$ cat config.mk
export PLATFORM = sky130hd
export DESIGN_NAME = alu_share_arbiter_flat
export DESIGN_NICKNAME = d
export VERILOG_FILES = /design/src/rtl/alu_share_arbiter_pkg.sv /design/src/rtl/alu_share_arbiter_if.sv /design/src/rtl/alu_share_arbiter_rr_pick.sv /design/src/rtl/alu_share_arbiter.sv /design/src/flat_wrapper.sv
export SDC_FILE = /design/constraint.sdc
export NUM_CORES = 1
export LEC_CHECK = 0
export BUFFER_PORTS_ARGS = -buffer_cell sky130_fd_sc_hd__buf_2
export CORE_ASPECT_RATIO = 0.9
export CORE_MARGIN = 3
export CORE_UTILIZATION = 46
export DETAILED_ROUTE_END_ITERATION = 10
export GPL_TIMING_DRIVEN = 0
export PLACE_DENSITY = 0.8
export REMOVE_ABC_BUFFERS = 1
export SLEW_MARGIN = 20
export SYNTH_ARGS = -nofsm -noshare
export SYNTH_HDL_FRONTEND = slang
export SYNTH_HIERARCHICAL = 1
export SYNTH_SLANG_ARGS = --single-unit
$ cat constraint.sdc
create_clock -name clk -period 2.5 [get_ports clk]
set_input_delay 0.125 -clock clk [delete_from_list [all_inputs] [get_ports clk]]
set_output_delay 0.125 -clock clk [all_outputs]
set_load 0.01 [all_outputs]
$ cat src/rtl/alu_share_arbiter_pkg.sv
// -----------------------------------------------------------------------------
// alu_arb_pkg
//   Shared types and constants for the ALU-sharing arbiter slice.
//   - arb_state_t : arbiter FSM states
//   - ALU_SEL_*   : encodings of the ALU op-select pin
//   - CNT_W       : width of the ALU latency counter (covers ALU_LAT up to 4)
//   - id_w()      : requester-index width for a given requester count
// -----------------------------------------------------------------------------
package alu_arb_pkg;

  typedef enum logic [1:0] {
    IDLE    = 2'd0,
    ISSUE   = 2'd1,
    CAPTURE = 2'd2,
    RESP    = 2'd3
  } arb_state_t;

  localparam logic ALU_SEL_ADD = 1'b0;
  localparam logic ALU_SEL_SUB = 1'b1;

  localparam int CNT_W = 3;

  // Index width for n requesters; never below 1 so vectors stay legal.
  function automatic int id_w(input int n);
    return (n > 1) ? $clog2(n) : 1;
  endfunction

endpackage

$ cat src/rtl/alu_share_arbiter_if.sv
// -----------------------------------------------------------------------------
// alu_share_arbiter_if
//   Requester/response bus between the requesters and the ALU arbiter.
//   Parameters: N_REQ requesters, WIDTH-bit operands/result.
//   Signals:
//     req_valid[N_REQ]        requester -> arbiter, request valid
//     req_ready[N_REQ]        arbiter -> requester, one-hot accept pulse
//     req_a/req_b[N_REQ*W]    operands, requester i at [i*WIDTH +: WIDTH]
//     req_sel[N_REQ]          op select per requester
//     rsp_valid/rsp_ready     response handshake
//     rsp_id/rsp_data         requester index and ALU result of the response
//   Modports: master = requester side, slave = arbiter side.
// -----------------------------------------------------------------------------
interface alu_share_arbiter_if
  import alu_arb_pkg::*;
#(
  parameter int N_REQ = 4,
  parameter int WIDTH = 3
);

  localparam int ID_W = id_w(N_REQ);

  logic [N_REQ-1:0]       req_valid;
  logic [N_REQ-1:0]       req_ready;
  logic [N_REQ*WIDTH-1:0] req_a;
  logic [N_REQ*WIDTH-1:0] req_b;
  logic [N_REQ-1:0]       req_sel;
  logic                   rsp_valid;
  logic                   rsp_ready;
  logic [ID_W-1:0]        rsp_id;
  logic [WIDTH-1:0]       rsp_data;

  modport master (
    output req_valid, req_a, req_b, req_sel, rsp_ready,
    input  req_ready, rsp_valid, rsp_id, rsp_data
  );

  modport slave (
    input  req_valid, req_a, req_b, req_sel, rsp_ready,
    output req_ready, rsp_valid, rsp_id, rsp_data
  );

endinterface

$ cat src/rtl/alu_share_arbiter_rr_pick.sv
// -----------------------------------------------------------------------------
// alu_share_arbiter_rr_pick
//   Combinational round-robin search. Starting at rr_ptr and wrapping modulo
//   N_REQ, returns the first requester whose req_valid is set.
//   Ports:
//     req_valid  in   N_REQ  request valid vector
//     rr_ptr     in   ID_W   highest-priority requester index
//     grant_vld  out  1      some requester is valid
//     grant_idx  out  ID_W   index of the selected requester (0 if none)
// -----------------------------------------------------------------------------
module alu_share_arbiter_rr_pick #(
  parameter int N_REQ = 4,
  parameter int ID_W  = 2
) (
  input  logic [N_REQ-1:0] req_valid,
  input  logic [ID_W-1:0]  rr_ptr,
  output logic             grant_vld,
  output logic [ID_W-1:0]  grant_idx
);

  logic [ID_W:0] cand;

  always_comb begin
    grant_vld = 1'b0;
    grant_idx = '0;
    cand      = '0;
    for (int k = 0; k < N_REQ; k++) begin
      // One extra bit so rr_ptr + k cannot overflow before the wrap.
      cand = {1'b0, rr_ptr} + (ID_W+1)'(k);
      if (cand >= (ID_W+1)'(N_REQ)) begin
        cand = cand - (ID_W+1)'(N_REQ);
      end
      if (!grant_vld && req_valid[cand[ID_W-1:0]]) begin
        grant_vld = 1'b1;
        grant_idx = cand[ID_W-1:0];
      end
    end
  end

endmodule

$ cat src/rtl/alu_share_arbiter.sv
// -----------------------------------------------------------------------------
// alu_share_arbiter
//   Shares one registered ALU between N_REQ requesters. Round-robin grant,
//   one operation in flight, result returned tagged with the requester index.
//   Flow: IDLE (grant + latch operands) -> ISSUE (ALU_LAT cycles) ->
//         CAPTURE (sample alu_f) -> RESP (hold until rsp_ready) -> IDLE.
//   Ports:
//     clk          in   1      rising-edge clock
//     reset_n      in   1      asynchronous active-low reset
//     bus          slave       requester/response interface
//     alu_a/alu_b  out  WIDTH  operands to the ALU, held between issues
//     alu_select   out  1      op select to the ALU
//     alu_f        in   WIDTH  ALU result
//     busy         out  1      high whenever not IDLE
// -----------------------------------------------------------------------------
module alu_share_arbiter
  import alu_arb_pkg::*;
#(
  parameter int N_REQ   = 4,
  parameter int WIDTH   = 3,
  parameter int ALU_LAT = 1
) (
  input  logic              clk,
  input  logic              reset_n,
  alu_share_arbiter_if.slave bus,
  output logic [WIDTH-1:0]  alu_a,
  output logic [WIDTH-1:0]  alu_b,
  output logic              alu_select,
  input  logic [WIDTH-1:0]  alu_f,
  output logic              busy
);

  localparam int ID_W = id_w(N_REQ);

  arb_state_t        state_q, state_d;
  logic [ID_W-1:0]   rr_ptr_q;
  logic [CNT_W-1:0]  lat_cnt_q;
  logic [ID_W-1:0]   rsp_id_q;
  logic [WIDTH-1:0]  rsp_data_q;

  logic              grant_vld;
  logic [ID_W-1:0]   grant_idx;
  logic              accept;
  logic [N_REQ-1:0]  req_ready_d;
  logic [ID_W-1:0]   rr_ptr_next;

  alu_share_arbiter_rr_pick #(
    .N_REQ (N_REQ),
    .ID_W  (ID_W)
  ) u_rr_pick (
    .req_valid (bus.req_valid),
    .rr_ptr    (rr_ptr_q),
    .grant_vld (grant_vld),
    .grant_idx (grant_idx)
  );

  // The winner becomes lowest priority: pointer moves just past it.
  assign rr_ptr_next = (grant_idx == ID_W'(N_REQ-1)) ? '0 : grant_idx + ID_W'(1);

  // Next-state and accept logic. req_ready depends only on req_valid,
  // rr_ptr and state, so there is no combinational path from rsp_ready.
  always_comb begin
    state_d     = state_q;
    accept      = 1'b0;
    req_ready_d = '0;
    unique case (state_q)
      IDLE: begin
        if (reset_n && grant_vld) begin
          accept                 = 1'b1;
          req_ready_d[grant_idx] = 1'b1;
          state_d                = ISSUE;
        end
      end
      ISSUE: begin
        if (lat_cnt_q == CNT_W'(ALU_LAT-1)) begin
          state_d = CAPTURE;
        end
      end
      CAPTURE: state_d = RESP;
      RESP: begin
        if (bus.rsp_ready) begin
          state_d = IDLE;
        end
      end
      default: state_d = IDLE;
    endcase
  end

  always_ff @(posedge clk or negedge reset_n) begin
    if (!reset_n) begin
      state_q    <= IDLE;
      rr_ptr_q   <= '0;
      lat_cnt_q  <= '0;
      alu_a      <= '0;
      alu_b      <= '0;
      alu_select <= 1'b0;
      rsp_id_q   <= '0;
      rsp_data_q <= '0;
    end else begin
      state_q <= state_d;

      // Accept edge: operands go straight onto the ALU pins and stay there
      // until the next accept, so the ALU inputs never toggle while idle.
      if (accept) begin
        alu_a      <= bus.req_a[int'(grant_idx)*WIDTH +: WIDTH];
        alu_b      <= bus.req_b[int'(grant_idx)*WIDTH +: WIDTH];
        alu_select <= bus.req_sel[grant_idx];
        rsp_id_q   <= grant_idx;
        rr_ptr_q   <= rr_ptr_next;
        lat_cnt_q  <= '0;
      end

      // ALU latency window.
      if (state_q == ISSUE) begin
        lat_cnt_q <= lat_cnt_q + CNT_W'(1);
      end

      // Result sample edge.
      if (state_q == CAPTURE) begin
        rsp_data_q <= alu_f;
      end
    end
  end

  assign bus.req_ready = req_ready_d;
  assign bus.rsp_valid = (state_q == RESP);
  assign bus.rsp_id    = rsp_id_q;
  assign bus.rsp_data  = rsp_data_q;
  assign busy          = (state_q != IDLE);

endmodule

$ cat src/flat_wrapper.sv
// flat-port wrapper written by rule: the top's interface ports become plain ports
module alu_share_arbiter_flat import alu_arb_pkg::*;
#(
  parameter int N_REQ   = 4,
  parameter int WIDTH   = 3,
  parameter int ALU_LAT = 1
)
  (clk, reset_n, alu_a, alu_b, alu_select, alu_f, busy, bus_req_valid, bus_req_a, bus_req_b, bus_req_sel, bus_rsp_ready, bus_req_ready, bus_rsp_valid, bus_rsp_id, bus_rsp_data);
  alu_share_arbiter_if #(.N_REQ(N_REQ), .WIDTH(WIDTH)) bus_i ();
  input  logic clk;
  input  logic reset_n;
  output logic [WIDTH-1:0] alu_a;
  output logic [WIDTH-1:0] alu_b;
  output logic alu_select;
  input  logic [WIDTH-1:0] alu_f;
  output logic busy;
  input wire logic [$bits(bus_i.req_valid)-1:0] bus_req_valid;
  input wire logic [$bits(bus_i.req_a)-1:0] bus_req_a;
  input wire logic [$bits(bus_i.req_b)-1:0] bus_req_b;
  input wire logic [$bits(bus_i.req_sel)-1:0] bus_req_sel;
  input wire logic [$bits(bus_i.rsp_ready)-1:0] bus_rsp_ready;
  output wire logic [$bits(bus_i.req_ready)-1:0] bus_req_ready;
  output wire logic [$bits(bus_i.rsp_valid)-1:0] bus_rsp_valid;
  output wire logic [$bits(bus_i.rsp_id)-1:0] bus_rsp_id;
  output wire logic [$bits(bus_i.rsp_data)-1:0] bus_rsp_data;
  assign bus_i.req_valid = bus_req_valid;
  assign bus_i.req_a = bus_req_a;
  assign bus_i.req_b = bus_req_b;
  assign bus_i.req_sel = bus_req_sel;
  assign bus_i.rsp_ready = bus_rsp_ready;
  assign bus_req_ready = bus_i.req_ready;
  assign bus_rsp_valid = bus_i.rsp_valid;
  assign bus_rsp_id = bus_i.rsp_id;
  assign bus_rsp_data = bus_i.rsp_data;
  alu_share_arbiter #(.N_REQ(N_REQ), .WIDTH(WIDTH), .ALU_LAT(ALU_LAT)) u_core (.clk(clk), .reset_n(reset_n), .bus(bus_i), .alu_a(alu_a), .alu_b(alu_b), .alu_select(alu_select), .alu_f(alu_f), .busy(busy));
endmodule
Word-level counts from Yosys, hierarchy flattened
Cells that the tools add are included.

Add/sub/neg operators: 9. Multiply operators: 1. Divide/modulo/power cells: 0. Magnitude comparators: 10. Equality and inequality tests: 7. Shifts and indexed selects: 2. Multiplexer cells: 35. Bitwise operators: 0. Reduce and logical (&&, ||, !) cells: 13.

Operators with widths (count): $shiftx 12x32->3 (2); $mux 2 (12); $lt 2x3->1 const B (5); $mux 1 (12); $bmux 1 s2 (5); $ge 3x3->1 const B (3); $mux 4 (2); $pmux 2 s4 (1); $sub 2x1->2 const B (4); $add 2x2->3 const B (2); $eq 2x2->1 const B (3); $mux 3 (2); $logic_and 1x1->1 (5); $mul 2x2->4 const B (1); $ne 2x1->1 const B (2); $reduce_bool 2->1 (2); $add 2x1->3 const B (1); $add 3x1->3 const B (1); $ge 2x3->1 const B (1); $logic_not 1->1 (3); $logic_not 3->1 (1); $reduce_and 3->1 (1); $add 2x1->2 const B (1); $demux 1 s2 (1); 4 further kinds (4).

Register bits: 19. Latch bits: 0. Bits in writable memories: 0. Memory bits (read-only): 0. Input bits: 38. Output and inout port bits: 18. Word-level logic and storage cells: 85. Memories: 0.

Depth between registers and ports, before layout
Gate-level depths: netlist (run 1).

Word-level depth: 20. Depth in mapped cells: 8. Gate-level depth less buffers: 7.

Cells and area by module
Netlist (run 1), hierarchy kept.

By module, submodules not included: alu_share_arbiter (times used 1, cells each 102, area an instance 1106.1 um^2, seq. area each 475.5 um^2); alu_share_arbiter_rr_pick (times used 1, cells each 15, area an instance 77.6 um^2, seq. area each 0.0 um^2).

Least setup slack after synthesis (run 1)
OpenSTA, ideal clock, no wires.

Path type: reg2reg. From: reg u_core.rr_ptr_q[0]. To: reg u_core.alu_a[0]. Library setup time: 0.117 ns. Arrival: 1.823 ns. Required time: 2.383 ns. Setup slack: 0.560 ns. Cell stages (with the launch flop): 8. Buffers on the path: 1. Clock period less this slack: 1.940 ns. Cells stage by stage: dfrtp_1 > inv_2 > a221o_1 > a21oi_1 > buf_2 > mux4_2 > nand2_1 > nand2_1.

Elaborated cells on any way between the ends: 42. Classes of those cells: add/sub: 7; mul: 1; order compare: 4; shift: 1; mux: 22; reduce/logical: 7.

RTL lines: start: declaration (RTL line alu_share_arbiter.sv:36) `logic [ID_W-1:0] rr_ptr_q;`; start signal: assignment (RTL line alu_share_arbiter.sv:109) `rr_ptr_q <= rr_ptr_next;`; branches (longest 13 deep; another with $add 2x1->3); $mux 2 * (RTL line alu_share_arbiter_rr_pick.sv:33) `if (!grant_vld && req_valid[cand[ID_W-1:0]]) begin`; via u_core.grant_idx[0] (RTL line alu_share_arbiter.sv:42) `logic [ID_W-1:0] grant_idx;`; $mul 2x2->4 * (RTL line alu_share_arbiter.sv:105) `alu_a <= bus.req_a[int'(grant_idx)*WIDTH +: WIDTH];`; $shiftx 12x32->3 * (RTL line alu_share_arbiter.sv:105); end signal: assignment (RTL line alu_share_arbiter.sv:105); end: declaration (RTL line alu_share_arbiter.sv:26) `output logic [WIDTH-1:0] alu_a,`.

Mark *: on every way through the listed nets, which the timed path passes. The select of a mux whose other input is x is not followed. A chain may end at the register's enable or synchronous reset.

Worst setup path after layout (run 1)
From: reg u_core.rr_ptr_q[0]. To: out bus_req_ready[2].

Word-level cells in the longest chain between the ends: 20. Elaborated cells on any way between the ends: 45. Classes of those cells: add/sub: 7; order compare: 6; mux: 24; reduce/logical: 8.

Ends and longest elaborated chain: branches (longest 13 deep; another with $add 2x1->3); $mux 2 * (RTL line alu_share_arbiter_rr_pick.sv:33); via u_core.grant_idx[0] (RTL line alu_share_arbiter.sv:42); $lt 2x3->1 (not written as such) or $ge 2x1->1 (tied branches) (RTL line alu_share_arbiter.sv:70) `req_ready_d[grant_idx] = 1'b1;`; $logic_and 1x1->1 (not written as such) (RTL line alu_share_arbiter.sv:70); $mux 1 (not written as such) (RTL line alu_share_arbiter.sv:70); $demux 1 s2 *; $mux 4 * (RTL line alu_share_arbiter.sv:68) `if (reset_n && grant_vld) begin`; $mux 4 * (RTL line alu_share_arbiter.sv:66) `unique case (state_q)`; end: declaration (RTL line flat_wrapper.sv:22) `output wire logic [$bits(bus_i.req_ready)-1:0] bus_req_ready;`.

Marked as above.

==> impl.org, run 1 <==
** Die
- The die is 59.5 um wide.
- Site Rows :: 16
- The floorplan step defined a core boundary enclosing about 0.0023 mm^2.
- In this run the count of I/O pins placed on the die edge is 56.
- The die is around 54 um tall.
- Once the floorplan was initialized, standard cells occupied 51.4% of the core.
- Die area :: about 0.0032 mm^2

** Clock network
- Clock Tree Buf Depth :: 2
- # H-tree levels :: 1
- Clock-pin slew was measured on the worst setup and hold paths at roughly 0.1 ns.
- The clock net in this run drives a total of 19 sinks.
- Setup Fix Bufs, Post-CTS :: 0
- Counting the buffers created by CTS gives 3.
- Clock tree from TritonCTS :: done
- Insertion delay to the later sink of the worst-skew pair :: around 0.29 ns
- Buffer cell driving the clock tree root :: sky130_fd_sc_hd__clkbuf_4

** Critical path
- The worst setup path is captured at an output port.
- Counting cells, the worst reg-to-reg path comes to 6.
- The critical path in this run is classified as reg -> out.
- Launching point of the worst reg2reg path :: u_core/rr_ptr_q[0]
- Minimum setup slack among reg-to-reg paths :: 0.46 ns
- For this run, the slowest stage of the critical path takes between 0.4 and 0.5 ns.
- In this run the worst path has a maximum fanout of 11.
- Cells along the critical path :: inv_2 -> a221o_1 -> a21oi_4 -> inv_1 -> ha_1 -> and2_1 -> buf_2
- Crit. Startpoint :: u_core/rr_ptr_q[0]
- Capture point of the worst path :: bus_req_ready[2]
- For the worst setup path, the data arrival time is ~2.2 ns.
- For the worst setup path, the data required time is 2.38 ns.
- Startpoint type of the worst setup path :: flop
- Endpoint of the most critical register-to-register path :: u_core/alu_select
- The slowest stage of the critical path is the sky130_fd_sc_hd__dfrtp_1 cell.

** Logic synthesis
- Most used flip-flop cell after synthesis :: sky130_fd_sc_hd__dfrtp_1
- After synthesis, flip-flops and latches occupy 40.2% of the total area.
- Yosys mapped a number of flops with a built-in enable equal to 0.
- Synth Cell Area :: around 0.0012 mm^2
- Most frequently used cell type in the post-synthesis netlist :: sky130_fd_sc_hd__nand2_1
- sky130_fd_sc_hd__dfrtp_1 takes more of the synthesized area than any other cell.
- Post-Synthesis Cells :: between 100 and 150
- Share of synthesized registers carrying an async set or reset :: 100%
- The commonest cells after synthesis are sky130_fd_sc_hd__nand2_1, sky130_fd_sc_hd__dfrtp_1, sky130_fd_sc_hd__ha_1, sky130_fd_sc_hd__inv_1, sky130_fd_sc_hd__mux4_2.
- Area share of the leading cell type in the synthesized netlist :: between 40% and 50%
- The average instance in the mapped netlist occupies between 10 and 15 um^2.
- Ranking of synthesized cells by area :: sky130_fd_sc_hd__dfrtp_1, sky130_fd_sc_hd__mux4_2, sky130_fd_sc_hd__ha_1, sky130_fd_sc_hd__nand2_1, sky130_fd_sc_hd__inv_1
- Number of warnings printed during yosys synthesis :: 6
- Number of synthesized register bits :: 19
- Number of different library cells in the post-synthesis netlist :: 26

** STA
- Setup repair after global routing left no endpoint under its margin.
- Final count of pins violating max slew :: 0
- Worst setup skew after layout :: 0.00140 ns
- Worst-margin pin slew :: roughly 0.61 ns
- Setup violations remaining at the end of the flow were counted as 0.
- Once routing completed, OpenROAD measured the worst setup slack at roughly 0.21 ns.
- Headroom to the max-slew limit came out at 59.2%.
- Dividing the final minimum period by the clock period gives between 90% and 100%.
- Fin crit period :: about 2.3 ns
- TNS Setup :: 0 ns
- The total count of hold-check failures in the final report is 0.
- Based on the critical path, the design can be clocked at up to 437 MHz.

** Min path
- Worst hold path type :: in -> reg

** Pwr
- Static Leakage :: between 0.8 and 0.9 nW
- Worst IR drop on VDD :: ~0.65 mV
- Design Power :: 1.54 mW
- Power per cell area :: a little over 1000 mW/mm^2

** Flow run
- The tool flagged a number of max-cap violations equal to 0.

** Placed design
- During placement, the flow inserted port buffers numbering 55.
- The HPWL after detailed placement is around 2.2 mm.
- Before CTS, the worst setup slack after placement is approximately 0.26 ns.
- GP Congestion :: 0.644

** Final layout
- Relative to the synthesized area, the layout overhead comes to 29.1%.
- Layout fillers :: between 150 and 200
- Diode insertion count for antenna repair :: 0
- In the final layout, flip-flops and latches occupy roughly 480 um^2.
- Final core area utilization :: between 60% and 70%
- Fraction of layout cells with a size suffix above 1 :: ~42%
- After the last flow step, the layout net total stands at ~220.
- In the final layout, the multi-input gates occupy around 660 um^2.

** Drt
- In the routed design, unresolved DRC markers number 0.
- Antenna Violating Nets Remaining :: 0
- Detailed-route wire length per cell :: 13.4 um
- In the routed layout, each cell is associated on average with a via count of a little over 5.
- First-pass iteration count of the detailed router :: 4
- For this block, the initial DRC count from the detailed router was 18.
- Total routed wirelength :: around 2.7 mm
- Total vias in the final route :: around 1000

** Global route
- In the global route stage, overall resource usage came out at 18.3%.
- The number of antenna violations at the first check in global routing is 0.
- Entering global routing, the biggest net connects 23 pins.
- GRT Residual Overflow :: 0
- The via count of the first global-routing pass came to ~1000.
- The first global-routing pass estimated around 4.4 mm of wire.

** Run status
- The flow ran to the end, and the final reports show no timing, DRC or antenna violations.
## layout make-up
type                            instances  share of cell area, %
Tap cell                               27                   2.21
Clock buffer                            4                   1.72
Sequential cell                        19                   31.1
Multi-Input combinational cell         81                   43.0
Inverter                               13                   3.28
Timing Repair Buffer                   56                   18.7
## stage by stage
step / hold WS [ns] / cells / cell area (um^2)
global placement: 0.0960 / 195 / 1480
global route: 0.0434 / 200 / 1530
detailed placement: 0.102 / 195 / 1480
CTS: 0.0465 / 200 / 1530
finish: 0.0614 / 200 / 1530
floorplan: -0.171 / 113 / 1170
## metal layers
metal | GRT usage [%] | wire length [um] | vias up | part of all wire (%)
li1 | - | - | 503 | -
met1 | 20.4 | 1050 | 488 | 39
met2 | 34.4 | 1500 | 22 | 56
met3 | 4.80 | 115 | 2 | 4.3
met4 | 4.53 | 16 | 0 | 0.60
met5 | 0 | 0 | - | 0
## where the power goes
part	leakage, nW	internal, mW	switching (mW)
logic	0.586	0.397	0.442
clock network	0.0150	0.0622	0.0909
registers	0.235	0.453	0.0965
## worst min-delay path by stage
stage	endpoint	cells past startpoint	from
floorplan	u_core/alu_a[0]	0	reset_n
global placement	u_core/bus.rsp_data[1]	1	reset_n
detailed placement	u_core/bus.rsp_data[1]	1	reset_n
CTS	u_core/bus.rsp_data[0]	2	alu_f[0]
global route	u_core/bus.rsp_data[0]	2	alu_f[0]
finish	u_core/bus.rsp_data[2]	2	alu_f[2]
## flip-flops by register name, summed over array words and instances (netlist names)
name                 cells
u_core/alu_a             3
u_core/rr_ptr_q          2
u_core/alu_b             3
u_core/state_q           2
u_core/alu_select        1
u_core/bus.rsp_data      3
u_core/bus.rsp_id        2
u_core/lat_cnt_q         3
## critical path, delay by kind of cell, from the launching register on
kind,cells,cell delay (ns)
and+or+nand+nor,1,0.13
AOI/OAI and AO/OA,2,0.77
buffers and inverters,3,0.33
adders and majority gates,1,0.23
DFF,1,0.41
## cell families (layout without fill, tap and decap cells)
logic type	count (synthesis)	count (layout)	synth area share (%)
xor+xnor	1	1	0.740
buf+inv	17	73	5.60
compound gates	13	13	7.08
fa+ha+maj	11	11	11.6
flops	19	19	40.2
mux	13	13	18.8
simple gates	43	43	16.0
## cell usage in the layout (no fill, tap or decap), drive strengths merged
cell | Yosys | final
o221ai | 1 | 1
o31ai | 2 | 2
dlygate4sd3 | 0 | 1
dfrtp | 19 | 19
nand3 | 2 | 2
a21oi | 4 | 4
a221o | 1 | 1
and3 | 1 | 1
mux2i | 2 | 2
mux2 | 4 | 4
xor2 | 1 | 1
clkinvlp | 1 | 1
mux4 | 7 | 7
buf | 1 | 55
nand2b | 2 | 2
inv | 12 | 12
ha | 11 | 11
a222oi | 1 | 1
nand2 | 32 | 32
nor2 | 2 | 2
o21ai | 4 | 4
clkbuf | 3 | 4
and2 | 4 | 4
## timing repair
item,CTS,global route
hold buffers,1,0
endpoints found under the hold margin,19,0
resized for setup,2,0
endpoints found under the setup margin,3,0
Note: power is estimated with default switching activity, not from simulation.
==> inputs of run 2 (changes only) <==
Settings changed: CORE_UTILIZATION 46 to 48, CTS_BUF_LIST from default to sky130_fd_sc_hd__clkbuf_2, PLACE_DENSITY 0.8 to 0.83.
==> run 2 against run 1 <==
Flip-flop and latch count stayed put. Critical path depth stayed put. Count of clock-buffer cells in the layout stayed put. Sequential share of layout area is 0.33 points lower. Worst setup slack better by 0.060 ns. Combinational power is 3.6% higher. Power is 0.39% higher. Critical path type unchanged.
==> impl.org, run 2 (same netlist as run 1, synthesis figures left out) <==
** Die
- The area of the core came to 0.00226 mm^2 (-1.7%).
- Site Rows :: 16 (unchanged)
- Number of top-level pins :: 56 (unchanged)
- Die area :: 0.00310 mm^2 (-3.7%)
- Initial standard-cell utilization of the core :: 52.3% (+0.91 points)
- The y dimension of the die is 53.1 um (-1.9%).
- The horizontal die dimension is 58.3 um (-1.9%).

** STA
- Final count of pins violating max slew :: 0 (unchanged)
- The share of the cycle needed by the critical path after routing was 89.2% (-2.4 points).
- Final setup fails :: 0 (unchanged)
- Peak Freq :: 448 MHz (+2.7%)
- Number of endpoints with negative hold slack in the final report :: 0 (unchanged)
- Setup repair after global routing left no endpoint under its margin.
- The final period demand of the worst path was 2.23 ns (-0.0598 ns).
- Worst setup skew after layout :: 0.00181 ns (+0.000408 ns)
- Relative slew slack :: 61.3% (+2.1 points)
- Worst-margin pin slew :: 0.580 ns (-0.0308 ns)
- The final hold slack was 0.0489 ns (-0.0126 ns).

** Drt
- Post-detailed-route via-to-cell ratio :: 5.11 (+0.75%)
- DRC :: 0 (unchanged)
- Initial drt markers :: 24 (+6)
- Total vias in the final route :: 1038 (+2.3%)
- Antenna Violating Nets Remaining :: 0 (unchanged)
- The met2 wirelength from detailed routing was 1.31 mm (-13%).
- Detailed-route wire length per cell :: 13.1 um (-2.2%)
- Met3 Wirelength :: 219 um (+90%)
- Highest Signal Layer :: met4
- DRT met1 WL :: 1.12 mm (+6.7%)
- The count of TritonRoute iterations in the first routing pass is 4 (unchanged).
- Total routed wirelength :: 2.66 mm (-0.75%)

** Critical path
- Worst Setup End Kind :: output port
- Crit Path Category :: reg -> out
- In this run the critical register-to-register path is captured at u_core/alu_a[0].
- For this design, the slowest cell found on the critical path is sky130_fd_sc_hd__a21oi_2.
- The cell family contributing the most delay on the critical path is compound AO/OA/AOI/OAI gates.
- Path depth of the worst reg2reg path :: 7 (+1)
- The data required time at the worst endpoint is 2.38 ns (about the same).
- Biggest cell delay along the critical path :: 0.47 ns (+0.06 ns)
- Minimum setup slack among reg-to-reg paths :: 0.52 ns (+0.06 ns)
- The critical path goes through a21oi_1 -> o21ai_0 -> a21oi_2 -> inv_1 -> ha_1 -> and2_1 -> buf_2.
- Signal arrival time at the worst endpoint :: 2.10 ns (-0.06 ns)
- Crit. Startpoint :: u_core/rr_ptr_q[1]
- The worst setup path is launched from a flop.
- The startpoint identified for the worst register-to-register timing path is u_core/rr_ptr_q[0].
- The buffer and inverter count on the worst path came to 2 (-1).
- Largest driver fanout on the critical path :: 10 (-1)

** Min path
- Startpoint of the tightest hold check path :: alu_f[1]
- The worst hold path terminates at u_core/bus.rsp_data[1].
- Number of cells traversed by the worst hold path :: 2 (unchanged)
- In this run the worst hold path is classified as in -> reg.

** Clock network
- CTS sink count :: 19 (unchanged)
- The number of levels in the clock H-tree came to 1 (unchanged).
- The cell sitting at the root of the clock tree is a sky130_fd_sc_hd__clkbuf_2.
- Clock slew at the register clock pins of the worst setup and hold paths :: 0.17 ns (+0.07 ns)
- Clock tree from TritonCTS :: done
- The insertion delay of the later-clocked pin in the worst-skew pair came to 0.29 ns (about the same).
- Total clock buffers created by CTS :: 3 (unchanged)
- Clock Tree Buf Depth :: 2 (unchanged)

** Pwr
- The combinational power share is 56.2% (+1.8 points).
- Power per cell area :: 1000 mW/mm^2 (-0.67%)
- The fraction of power consumed by sequential logic was 35.3% (-0.3 points).
- Worst IR drop on VDD :: 0.612 mV (-6.5%)
- The standby leakage power came to 0.852 nW (+2.0%).
- The switching power total was 0.631 mW (+0.37%).
- The relative contribution of the clock network to total power is 8.5% (-1.4 points).
- The internal power came to 0.915 mW (+0.40%).
- The switching share of total power is 40.8% (about the same).

** Placed design
- The half-perimeter wire length after detailed placement came to 2.12 mm (-2.3%).
- The total of buffers placed on input and output ports was 55 (unchanged).
- Area of placed instances :: 0.00148 mm^2 (unchanged)
- # placed instances :: 195 (unchanged)
- The final RePlAce weighted congestion is 0.764 (+19%).

** Final layout
- The finished layout cell area was 0.00154 mm^2 (+1.1%).
- Highest-count cells in the layout ignoring fill and taps :: sky130_fd_sc_hd__buf_2, sky130_fd_sc_hd__nand2_1, sky130_fd_sc_hd__dfrtp_1
- The final-stage net count was 226 (+1.3%).
- The share of cells above drive strength 1 was 43.8% (+1.6 points).
- Final instance count without filler cells :: 203 (+1.5%)
- Diode insertion count for antenna repair :: 0 (unchanged)
- Relative to the synthesized area, the layout overhead comes to 30.4%.
- Leading cell type in the layout, fill and taps excluded :: sky130_fd_sc_hd__buf_2
- The filler cell count was 177 (-1.1%).

** Flow run
- The number of max-cap violations was 0 (unchanged).

** Global route
- Largest net degree at the start of global routing :: 23 (unchanged)
- The number of antenna violations at the first check in global routing was 0 (unchanged).
- The remaining global-route overflow is 0 (unchanged).
- The all-layer global routing usage came to 17.9% (-0.40 points).
- Vias in the first global route :: 955 (-5.5%)
- The wire length of the first global-routing pass was 4.06 mm (-7.7%).

** Run status
- The flow ran to the end, and the final reports show no timing, DRC or antenna violations.
-- run 2: cell count changes in the layout (fill, tap and decap cells not counted), sizes merged --
| cell | change |
|---|---|
| buf | +3 |
-- run 2: what timing repair did --
| action | CTS | global route |
|---|---|---|
| endpoints found under the hold margin | 19 | 0 |
| setup buffers | 0 | 3 |
| pin swaps | 0 | 1 |
| setup endpoints to repair | 3 | 2 |
| hold buffers | 1 | 0 |
| resized for setup | 2 | 0 |
-- run 2: final cells by class --
class / instances / area (um^2) / area share, %
timing repair buffer: 59 / 308 / 19.9
sequential: 19 / 475 / 30.8
tap: 27 / 33.8 / 2.19
multi-input combinational: 81 / 657 / 42.5
inverter: 13 / 50.0 / 3.24
clock buffer: 4 / 20.0 / 1.30
-- run 2: per-layer routing --
metal | track usage, % | vias to the layer above
met5 | 0 | -
met4 | 4.63 | 0
met3 | 5.61 | 2
met2 | 30.5 | 43
met1 | 21.8 | 482
li1 | - | 511
-- run 2: worst register-to-register path, stage by stage, from the launching register on --
cell                      delay [ns]
sky130_fd_sc_hd__dfrtp_1        0.43
sky130_fd_sc_hd__inv_2          0.05
sky130_fd_sc_hd__a221o_1        0.35
sky130_fd_sc_hd__a21oi_4        0.22
sky130_fd_sc_hd__buf_4          0.21
sky130_fd_sc_hd__mux4_2         0.51
sky130_fd_sc_hd__nand2_1        0.08
sky130_fd_sc_hd__nand2_1        0.05
-- run 2: how the worst max path moves through the flow --
stage                                  end  slack [ns]  depth (start not counted)
final                     bus_req_ready[0]        0.27                          7
after floorplan            u_core/alu_a[0]        0.16                          6
after global routing      bus_req_ready[0]        0.13                          7
after detailed placement   u_core/alu_a[0]        0.25                          6
after global placement    bus_req_ready[0]       -0.12                          7
after CTS                 bus_req_ready[2]        0.14                          7
-- run 2: power by group through the flow --
stage / sequential, mW / clock, mW / combinational [mW]
2_1_floorplan: 0.584 / 0 / 0.529
3_3_place_gp: 0.547 / 0 / 0.793
3_5_place_dp: 0.553 / 0 / 0.840
4_1_cts: 0.547 / 0.135 / 0.854
5_1_grt: 0.565 / 0.150 / 0.968
6_report: 0.546 / 0.131 / 0.869
-- run 2: through the flow --
stage / utilization, % / TNS, ns / worst slack [ns] / power [mW]
after floorplan: - / 0 / 0.159 / 1.11
after global placement: 65.3 / -1.08 / -0.123 / 1.34
after detailed placement: 65.4 / 0 / 0.255 / 1.39
after CTS: 67.3 / 0 / 0.136 / 1.54
after global routing: 68.3 / 0 / 0.129 / 1.68
final: 68.3 / 0 / 0.270 / 1.55
